[config.mk]
export PLATFORM = sky130hd
export DESIGN_NAME = pipe_ctrl
export DESIGN_NICKNAME = d
export VERILOG_FILES = /design/src/rtl/pipe_ctrl_pkg.sv /design/src/rtl/pipe_ctrl_hazard_det.sv /design/src/rtl/pipe_ctrl.sv
export SDC_FILE = /design/constraint.sdc
export NUM_CORES = 1
export LEC_CHECK = 0
export BUFFER_PORTS_ARGS = -buffer_cell sky130_fd_sc_hd__buf_2
export CAP_MARGIN = 20
export CORE_ASPECT_RATIO = 1.5
export CORE_MARGIN = 1.5
export CORE_UTILIZATION = 30
export CTS_CLUSTER_SIZE = 14
export DETAILED_ROUTE_END_ITERATION = 6
export HOLD_SLACK_MARGIN = 0.08
export PLACE_DENSITY = 0.52
export SETUP_SLACK_MARGIN = 0.2
export SYNTH_ARGS = -nofsm -noshare
export SYNTH_HDL_FRONTEND = slang
export SYNTH_SLANG_ARGS = --single-unit
[constraint.sdc]
create_clock -name clk_i -period 2.68 [get_ports clk_i]
set_clock_uncertainty 0.15 [all_clocks]
set_input_delay 0.402 -clock clk_i [delete_from_list [all_inputs] [get_ports clk_i]]
set_output_delay 0.402 -clock clk_i [all_outputs]
set_load 0.05 [all_outputs]
[src/rtl/pipe_ctrl_pkg.sv]
// Shared state encoding, control-bundle type and constants for pipe_ctrl.
package pipe_ctrl_pkg;

  typedef enum logic [1:0] {
    ST_RUN      = 2'd0,
    ST_MEM_WAIT = 2'd1,
    ST_REDIRECT = 2'd2,
    ST_ERROR    = 2'd3
  } state_t;

  localparam logic       RST_ENABLE    = 1'b0;
  localparam logic [4:0] REG_ZERO_ADDR = 5'd0;

  // One bit per pipeline-register hold/bubble line, in pipeline order.
  typedef struct packed {
    logic stall_pc;
    logic stall_if_id;
    logic stall_id_exe;
    logic stall_exe_mem;
    logic flush_if_id;
    logic flush_id_exe;
    logic flush_mem_wb;
  } ctrl_t;

  localparam ctrl_t CTRL_IDLE      = ctrl_t'(7'b0000000);
  localparam ctrl_t CTRL_LOAD_USE  = ctrl_t'(7'b1100010);
  localparam ctrl_t CTRL_REDIRECT  = ctrl_t'(7'b0000110);
  localparam ctrl_t CTRL_REDIR_CNT = ctrl_t'(7'b0000100);
  localparam ctrl_t CTRL_MEM_WAIT  = ctrl_t'(7'b1111001);
  localparam ctrl_t CTRL_ERROR     = ctrl_t'(7'b1111000);

endpackage

[src/rtl/pipe_ctrl_hazard_det.sv]
// Combinational load-use detector: a load in EXE whose rd feeds a source read in ID.
module pipe_hazard_det
  import pipe_ctrl_pkg::*;
(
  input  logic [4:0] rs1,
  input  logic [4:0] rs2,
  input  logic       uses_rs1,
  input  logic       uses_rs2,
  input  logic       ex_mem_read,
  input  logic [4:0] ex_rd,
  output logic       hz
);

  // x0 is hard-wired zero, so a load targeting it can never create a dependency.
  assign hz = ex_mem_read & (ex_rd != REG_ZERO_ADDR) &
              ((uses_rs1 & (rs1 == ex_rd)) | (uses_rs2 & (rs2 == ex_rd)));

endmodule

[src/rtl/pipe_ctrl.sv]
// Pipeline stall/flush sequencer with memory-wait timeout FSM.
// Optional performance counters are enabled by defining PIPE_CTRL_PERF_EN.
module pipe_ctrl
  import pipe_ctrl_pkg::*;
#(
  parameter int MEM_TIMEOUT     = 16,
  parameter int REDIRECT_CYCLES = 1
)
(
  input  logic        clk_i,
  input  logic        rst_i,
  input  logic [4:0]  id_reg_addr_1_i,
  input  logic [4:0]  id_reg_addr_2_i,
  input  logic        id_uses_rs1_i,
  input  logic        id_uses_rs2_i,
  input  logic        ex_MemRead_i,
  input  logic [4:0]  ex_reg_dest_i,
  input  logic        ex_redirect_i,
  input  logic        mem_req_i,
  input  logic        mem_ready_i,
  output logic        stall_pc_o,
  output logic        stall_if_id_o,
  output logic        stall_id_exe_o,
  output logic        stall_exe_mem_o,
  output logic        flush_if_id_o,
  output logic        flush_id_exe_o,
  output logic        flush_mem_wb_o,
`ifdef PIPE_CTRL_PERF_EN
  output logic [31:0] perf_stall_cnt_o,
  output logic [31:0] perf_flush_cnt_o,
`endif
  output logic [1:0]  state_o,
  output logic        err_o
);

  localparam int CW = $clog2(MEM_TIMEOUT + 1);

  state_t        state, state_next;
  logic [CW-1:0] wait_cnt, wait_cnt_next;
  logic [2:0]    redir_cnt, redir_cnt_next;
  logic          redir_pend, redir_pend_next;
  logic          err, err_next;
  logic          hz;
  logic          mem_wait;
  ctrl_t         ctrl;

  pipe_hazard_det u_hazard_det (
    .rs1         (id_reg_addr_1_i),
    .rs2         (id_reg_addr_2_i),
    .uses_rs1    (id_uses_rs1_i),
    .uses_rs2    (id_uses_rs2_i),
    .ex_mem_read (ex_MemRead_i),
    .ex_rd       (ex_reg_dest_i),
    .hz          (hz)
  );

  assign mem_wait = mem_req_i & ~mem_ready_i;

  always_comb begin
    // NOTE: every signal written here gets a default first, so no path can infer a latch.
    state_next      = state;
    wait_cnt_next   = wait_cnt;
    redir_cnt_next  = redir_cnt;
    redir_pend_next = redir_pend;
    err_next        = err;
    ctrl            = CTRL_IDLE;
    case (state)
      ST_RUN: begin
        if (mem_wait) begin
          ctrl            = CTRL_MEM_WAIT;
          state_next      = ST_MEM_WAIT;
          wait_cnt_next   = CW'(1);
          redir_pend_next = 1'b0;
        end else if (ex_redirect_i) begin
          ctrl = CTRL_REDIRECT;
          if (REDIRECT_CYCLES > 1) begin
            state_next     = ST_REDIRECT;
            redir_cnt_next = 3'(REDIRECT_CYCLES - 1);
          end
        end else if (hz) begin
          ctrl = CTRL_LOAD_USE;
        end
      end
      ST_REDIRECT: begin
        // A memory wait freezes the remaining flush count; the pending flag resumes it.
        if (mem_wait) begin
          ctrl            = CTRL_MEM_WAIT;
          state_next      = ST_MEM_WAIT;
          wait_cnt_next   = CW'(1);
          redir_pend_next = 1'b1;
        end else begin
          ctrl = CTRL_REDIR_CNT;
          if (redir_cnt <= 3'd1) begin
            state_next     = ST_RUN;
            redir_cnt_next = 3'd0;
          end else begin
            redir_cnt_next = redir_cnt - 3'd1;
          end
        end
      end
      ST_MEM_WAIT: begin
        if (mem_ready_i) begin
          state_next      = redir_pend ? ST_REDIRECT : ST_RUN;
          redir_pend_next = 1'b0;
          wait_cnt_next   = '0;
        end else begin
          ctrl = CTRL_MEM_WAIT;
          if (wait_cnt == CW'(MEM_TIMEOUT)) begin
            state_next = ST_ERROR;
            err_next   = 1'b1;
          end else begin
            wait_cnt_next = wait_cnt + CW'(1);
          end
        end
      end
      default: ctrl = CTRL_ERROR;
    endcase
  end

  always_ff @(posedge clk_i) begin
    // NOTE: state registers use non-blocking assignments so all of them update together.
    if (rst_i == RST_ENABLE) begin
      state      <= ST_RUN;
      wait_cnt   <= '0;
      redir_cnt  <= 3'd0;
      redir_pend <= 1'b0;
      err        <= 1'b0;
    end else begin
      state      <= state_next;
      wait_cnt   <= wait_cnt_next;
      redir_cnt  <= redir_cnt_next;
      redir_pend <= redir_pend_next;
      err        <= err_next;
    end
  end

`ifdef PIPE_CTRL_PERF_EN
  logic redirect_taken;
  assign redirect_taken = (state == ST_RUN) & ~mem_wait & ex_redirect_i;

  always_ff @(posedge clk_i) begin
    if (rst_i == RST_ENABLE) begin
      perf_stall_cnt_o <= '0;
      perf_flush_cnt_o <= '0;
    end else begin
      if (ctrl.stall_pc && (perf_stall_cnt_o != '1))
        perf_stall_cnt_o <= perf_stall_cnt_o + 32'd1;
      if (redirect_taken && (perf_flush_cnt_o != '1))
        perf_flush_cnt_o <= perf_flush_cnt_o + 32'd1;
    end
  end
`else
  // Counters and their ports are absent in this build.
`endif

  assign stall_pc_o      = ctrl.stall_pc;
  assign stall_if_id_o   = ctrl.stall_if_id;
  assign stall_id_exe_o  = ctrl.stall_id_exe;
  assign stall_exe_mem_o = ctrl.stall_exe_mem;
  assign flush_if_id_o   = ctrl.flush_if_id;
  assign flush_id_exe_o  = ctrl.flush_id_exe;
  assign flush_mem_wb_o  = ctrl.flush_mem_wb;
  assign state_o         = state;
  assign err_o           = err;

endmodule
### Yosys cells after proc, flatten, opt, wreduce, memory -nomap -nowiden

Cells that the tools add are included.

* word-level logic and storage cells: 60
* output and inout port bits: 10
* bits of input ports: 23
* register bits after elaboration: 12

* multiplexer cells: 22
* equal/unequal tests: 12
* add/subtract/negate cells: 2
* bitwise gates (word level): 8
* reduce and logical (&&, ||, !) cells: 10
* magnitude comparators: 1

Operator list (count)
* 7-bit two-way mux: 5
* 7-bit one-hot mux with 3 select lines: 1
* 5-bit two-way mux: 3
* 2-bit two-way mux: 6
* 5-bit equality test: 2
* 5-bit one-hot mux with 2 select lines: 1
* 3-bit inequality test (second input constant): 3
* 4-bit AND reduction: 2
* 2-bit inequality test (second input constant): 3
* 2-bit one-hot mux with 3 select lines: 1
* 3-bit AND reduction: 2
* 5-bit by 1-bit adder with 5-bit output (second input constant): 1
* 1-bit AND: 5
* 5-bit equality test (second input constant): 1
* 5-bit nonzero test: 1
* 3-bit by 1-bit less-or-equal comparator with 1-bit output (second input constant): 1
* 1-bit two-way mux: 3
* 3-bit two-way mux: 1
* 1-bit one-hot mux with 3 select lines: 1
* 3-bit nonzero test: 1
* 3-bit by 1-bit subtractor with 3-bit output (second input constant): 1
* 2-bit by 1-bit equality test with 1-bit output (second input constant): 1
* 2-bit equality test (second input constant): 1
* 2-bit zero test: 1
* other kinds (6): 7

### Depth between registers and ports, before layout

* word-level depth: 8
* mapped depth: 7

### Cells and area by module

A second synthesis with hierarchy kept.

* cell total of the unflattened synthesis: 123
* area total of the unflattened synthesis: 1013.5 µm²

By module, submodules not included
* pipe_ctrl: seq. area each 240.2 µm², cells an instance 106, instances 1, area each 879.6 µm²
* pipe_hazard_det: seq. area each 0.0 µm², cells an instance 17, instances 1, area each 133.9 µm²

### Least setup slack after synthesis

OpenSTA, ideal clock, no wires.

* path type: reg-to-output
* start: reg state[1] (netlist: state_o[1])
* end: out stall_pc_o
* data required time: 2.128 ns
* stages on the path, launching flop included: 6
* arrival time: 3.167 ns
* setup slack: -1.039 ns
* path through: dfxtp_1 inv_1 ha_1 inv_1 o41ai_1 buf_4

* word-level cells in the longest chain between the ends: 2
* elaborated cells between the ends (all ways): 4
* classes of those cells: eq/ne: 2; mux: 1; reduce/logical: 1

Ends and longest elaborated chain
* start: declaration: RTL line pipe_ctrl.sv:38 `state_t state, state_next;`
* start signal: assignment: RTL line pipe_ctrl.sv:129 `state <= state_next;`
* 2-bit by 1-bit equality test with 1-bit output, or another cell as far along: RTL line pipe_ctrl.sv:67 `case (state)`
* 7-bit one-hot mux with 3 select lines (*): RTL line pipe_ctrl.sv:67
* end: declaration: RTL line pipe_ctrl.sv:21 `output logic stall_pc_o,`

Every way passes the cells marked *; elsewhere a longest branch is shown, timed or not.

### Worst setup path in the final report

* start: in ex_reg_dest_i[3]
* end: out stall_if_id_o

* word-level cells in the longest chain between the ends: 8
* elaborated cells between the ends (all ways): 12
* classes of those cells: eq/ne: 2; mux: 4; bitwise: 5; reduce/logical: 1

Ends and longest elaborated chain
* start: declaration: RTL line pipe_ctrl.sv:17 `input logic [4:0] ex_reg_dest_i,`
* 5-bit equality test: RTL line pipe_ctrl_hazard_det.sv:16 `((uses_rs1 & (rs1 == ex_rd)) | (uses_rs2 & (rs2 == ex_rd)));`
* 1-bit AND: RTL line pipe_ctrl_hazard_det.sv:16
* 1-bit bitwise OR: RTL line pipe_ctrl_hazard_det.sv:16
* 1-bit AND (*): RTL line pipe_ctrl_hazard_det.sv:15 `assign hz = ex_mem_read & (ex_rd != REG_ZERO_ADDR) &`
* 7-bit two-way mux (*): RTL line pipe_ctrl.sv:80 `end else if (hz) begin`
* 7-bit two-way mux (*): RTL line pipe_ctrl.sv:74 `end else if (ex_redirect_i) begin`
* 7-bit two-way mux (*): RTL line pipe_ctrl.sv:69 `if (mem_wait) begin`
* 7-bit one-hot mux with 3 select lines (*): RTL line pipe_ctrl.sv:67
* end: declaration: RTL line pipe_ctrl.sv:22 `output logic stall_if_id_o,`

Marked as above.

==> metrics.csv <==
stage,metric,value,unit
global_route,Total Routing Usage GR,14.3,%
drt,Via density,5.02,
global_route,vias in the first global route,975,
clocking,CTS root buf,clkbuf_8,
drt,final wirelength,2320,um
logic_synthesis,Mean Syn Cell Area,8.36,um^2
clocking,hold_buf cts,0,
timing,Fmax,423,MHz
floorplanning,die area,3710,um^2
timing,# setup viols final,0,
final_layout,"commonest non-fill, non-tap cell in the layout",buf_2,
logic_synthesis,sequential area share after synthesis,23.9,%
global_route,first-pass GRT wire length,4170,um
placement,dpl ws,0.303,ns
critical_path,crit-path max FO,3,
floorplanning,FP Rows,25,
floorplanning,core area,3160,um^2
timing,worst-margin pin slew,0.422,ns
pwr,Leakage Power,0.562,nW
critical_path,CP max stage delay,0.34,ns
final_layout,post-route insts no fill,194,
critical_path,"Cell Chain, Critical Path",buf_2 -> xor2_1 -> nor4_1 -> a32oi_1 -> o41ai_4 -> clkbuf_4,
logic_synthesis,Syn Inst Count,120,
placement,gpl congestion,0.802,
clocking,# clock sinks,12,
critical_path,critical path type,input port to primary output,
drt,DRC viols,0,
critical_path,critical path startpoint category,input port,
critical_path,"Slowest-stage cell, CP",o41ai_4,
critical_path,"setup slack, reg-to-reg",0.56,ns
floorplanning,num ports,33,
critical_path,Crit path arrival time,1.81,ns
final_layout,synthesis-to-layout area growth,28.6,%
final_layout,fraction of layout cells with a size suffix above 1,29.2,%
clocking,"Clk Latency, worst-skew pair",0.24,ns
placement,placed insts,190,
run,maxcap violations,0,
timing,unrepaired setup endpoints after global routing,true,
placement,hpwl dp,1890,um
final_layout,"commonest non-fill, non-tap cells in the layout","29 x buf_2, 15 x inv_1, 15 x a21oi_1",
critical_path,Worst Setup SP,ex_reg_dest_i[3],
hold_path,Min-Delay Path Class,input port to flop,
timing,TNS Setup,0,ns
hold_path,HP Start,rst_i,
logic_synthesis,Post-synth EDFFs,0,
critical_path,cell depth of the worst flop-to-flop path,6,
drt,wire per inst,12.0,um
pwr,VDD IR max,363,uV
floorplanning,Die Width,50.2,um
final_layout,Antenna diodes,0,
clocking,CTS tree,yes,
drt,ANT nets after route,0,
final_layout,final core utilization,40.8,%
timing,slew margin rel.,71.1,%
floorplanning,die height,73.8,um
clocking,post_cts resized,0,
clocking,"Setup Fix Bufs, Post-CTS",0,
global_route,initial antenna violation count,0,
timing,Final period util,88.3,%
drt,DR pass1 iterations,4,
clocking,H-tree depth,1,
logic_synthesis,Yosys cell types,44,
clocking,CTS Buffer Depth,2,
logic_synthesis,Synthesis Warnings,0,
logic_synthesis,Async SR Flop Fraction,0,%
logic_synthesis,syn_nets,152,
final_layout,fill count,328,
critical_path,Critical R2R Capture,wait_cnt[0],
timing,Tmin final,2.37,ns
timing,Hold Fails Final Rpt,0,
global_route,total global routing overflow,0,
clocking,Worst-path clk slew,0.05,ns
floorplanning,starting density of the core,31.8,%
critical_path,R2R Path Start,state_o[0],
pwr,Power Density,555,nW/um^2
hold_path,Hold Crit Endpoint,redir_pend,
timing,Slew Limit Fails,0,
drt,DR vias,974,
logic_synthesis,predominant post-synthesis flop cell,dfxtp_1,
clocking,CTS Buf Count,3,
timing,Hold WS,0.277,ns
hold_path,Worst Hold Depth,2,
final_layout,Final #Nets,187,
logic_synthesis,Synth Cell Area,1000,um^2
critical_path,Worst Path Required,2.13,ns
critical_path,Critical Path End Type,primary output,
drt,First DRT Iteration DRCs,20,
logic_synthesis,Yosys reg bits,12,
placement,Buffers on Ports,32,
global_route,largest net degree at the start of global routing,10,
run_status,outcome,finished clean,
timing,Final Worst Setup Slack,0.314,ns
## Yosys cell counts (all sizes together), types with 2 or more instances
library cell / n / area [um^2]
a21oi: 15 / 75.1
inv: 15 / 56.3
dfxtp: 12 / 240
ha: 9 / 113
xor2: 8 / 70.1
nor2: 7 / 26.3
nand2b: 4 / 25.0
buf: 3 / 26.3
nand2: 3 / 11.3
nand4: 3 / 18.8
nor4: 3 / 18.8
a221oi: 2 / 41.3
a31o: 2 / 17.5
and2: 2 / 12.5
nand3: 2 / 10.0
nor2b: 2 / 12.5
o21a: 2 / 15.0
o21ai: 2 / 10.0
xnor2: 2 / 17.5
## registers in the layout (all words and copies together) (netlist names)
signal and cells:
state_o 2, wait_cnt 5, err_o 1, redir_cnt 3, redir_pend 1
## report_power, final
part / internal (mW) / switching, mW
clock: 0.130 / 0.0637
sequential: 0.188 / 0.0114
combinational: 0.114 / 0.210
## kinds of logic (layout without fill, tap and decap cells)
kind of cell	Yosys count	count (layout)	synth area share [%]
mux	1	1	0.998
fa+ha+maj	9	9	11.2
flops	12	12	23.9
buf+inv	18	52	8.23
simple gates	35	35	20.7
compound gates	35	35	26.2
xor+xnor	10	10	8.73
## through the flow
stage,power (mW),cell area (um^2)
after detailed placement,0.521,1220
after CTS,0.718,1280
final,0.716,1290
after global placement,0.519,1220
after floorplan,0.455,1030
after global routing,0.758,1290
## critical path: cells and delay by family
family / cells / cell delay, ns
AO/OA/AOI/OAI: 2 / 0.56
buffers and inverters: 2 / 0.42
AND/OR/NAND/NOR: 1 / 0.27
XOR/XNOR: 1 / 0.16
## layer usage
metal  vias to the layer above  track usage, %  wire length [um]  part of all wire [%]
met4                         0            6.48                38                   1.6
met3                         4            1.42               110                   4.7
li1                        495               -                 -                     -
met2                        29            26.3              1170                    50
met5                         -               0                 0                     0
met1                       446            16.3              1000                    43
## cell type report
type	count	area (um^2)	area share, %
timing repair buffer	33	175	13.6
tap	40	50.0	3.88
multi-input combinational	90	713	55.3
clock buffer	4	55.1	4.27
sequential	12	240	18.6
inverter	15	56.3	4.36
## how the worst max path moves through the flow
stage                endpoint  cells past startpoint
3_5_place_dp    stall_if_id_o                      6
6_report        stall_if_id_o                      6
4_1_cts        flush_id_exe_o                      6
2_1_floorplan      stall_pc_o                      5
5_1_grt         stall_if_id_o                      6
3_3_place_gp       stall_pc_o                      6
Power figures use the tool's default switching activity.
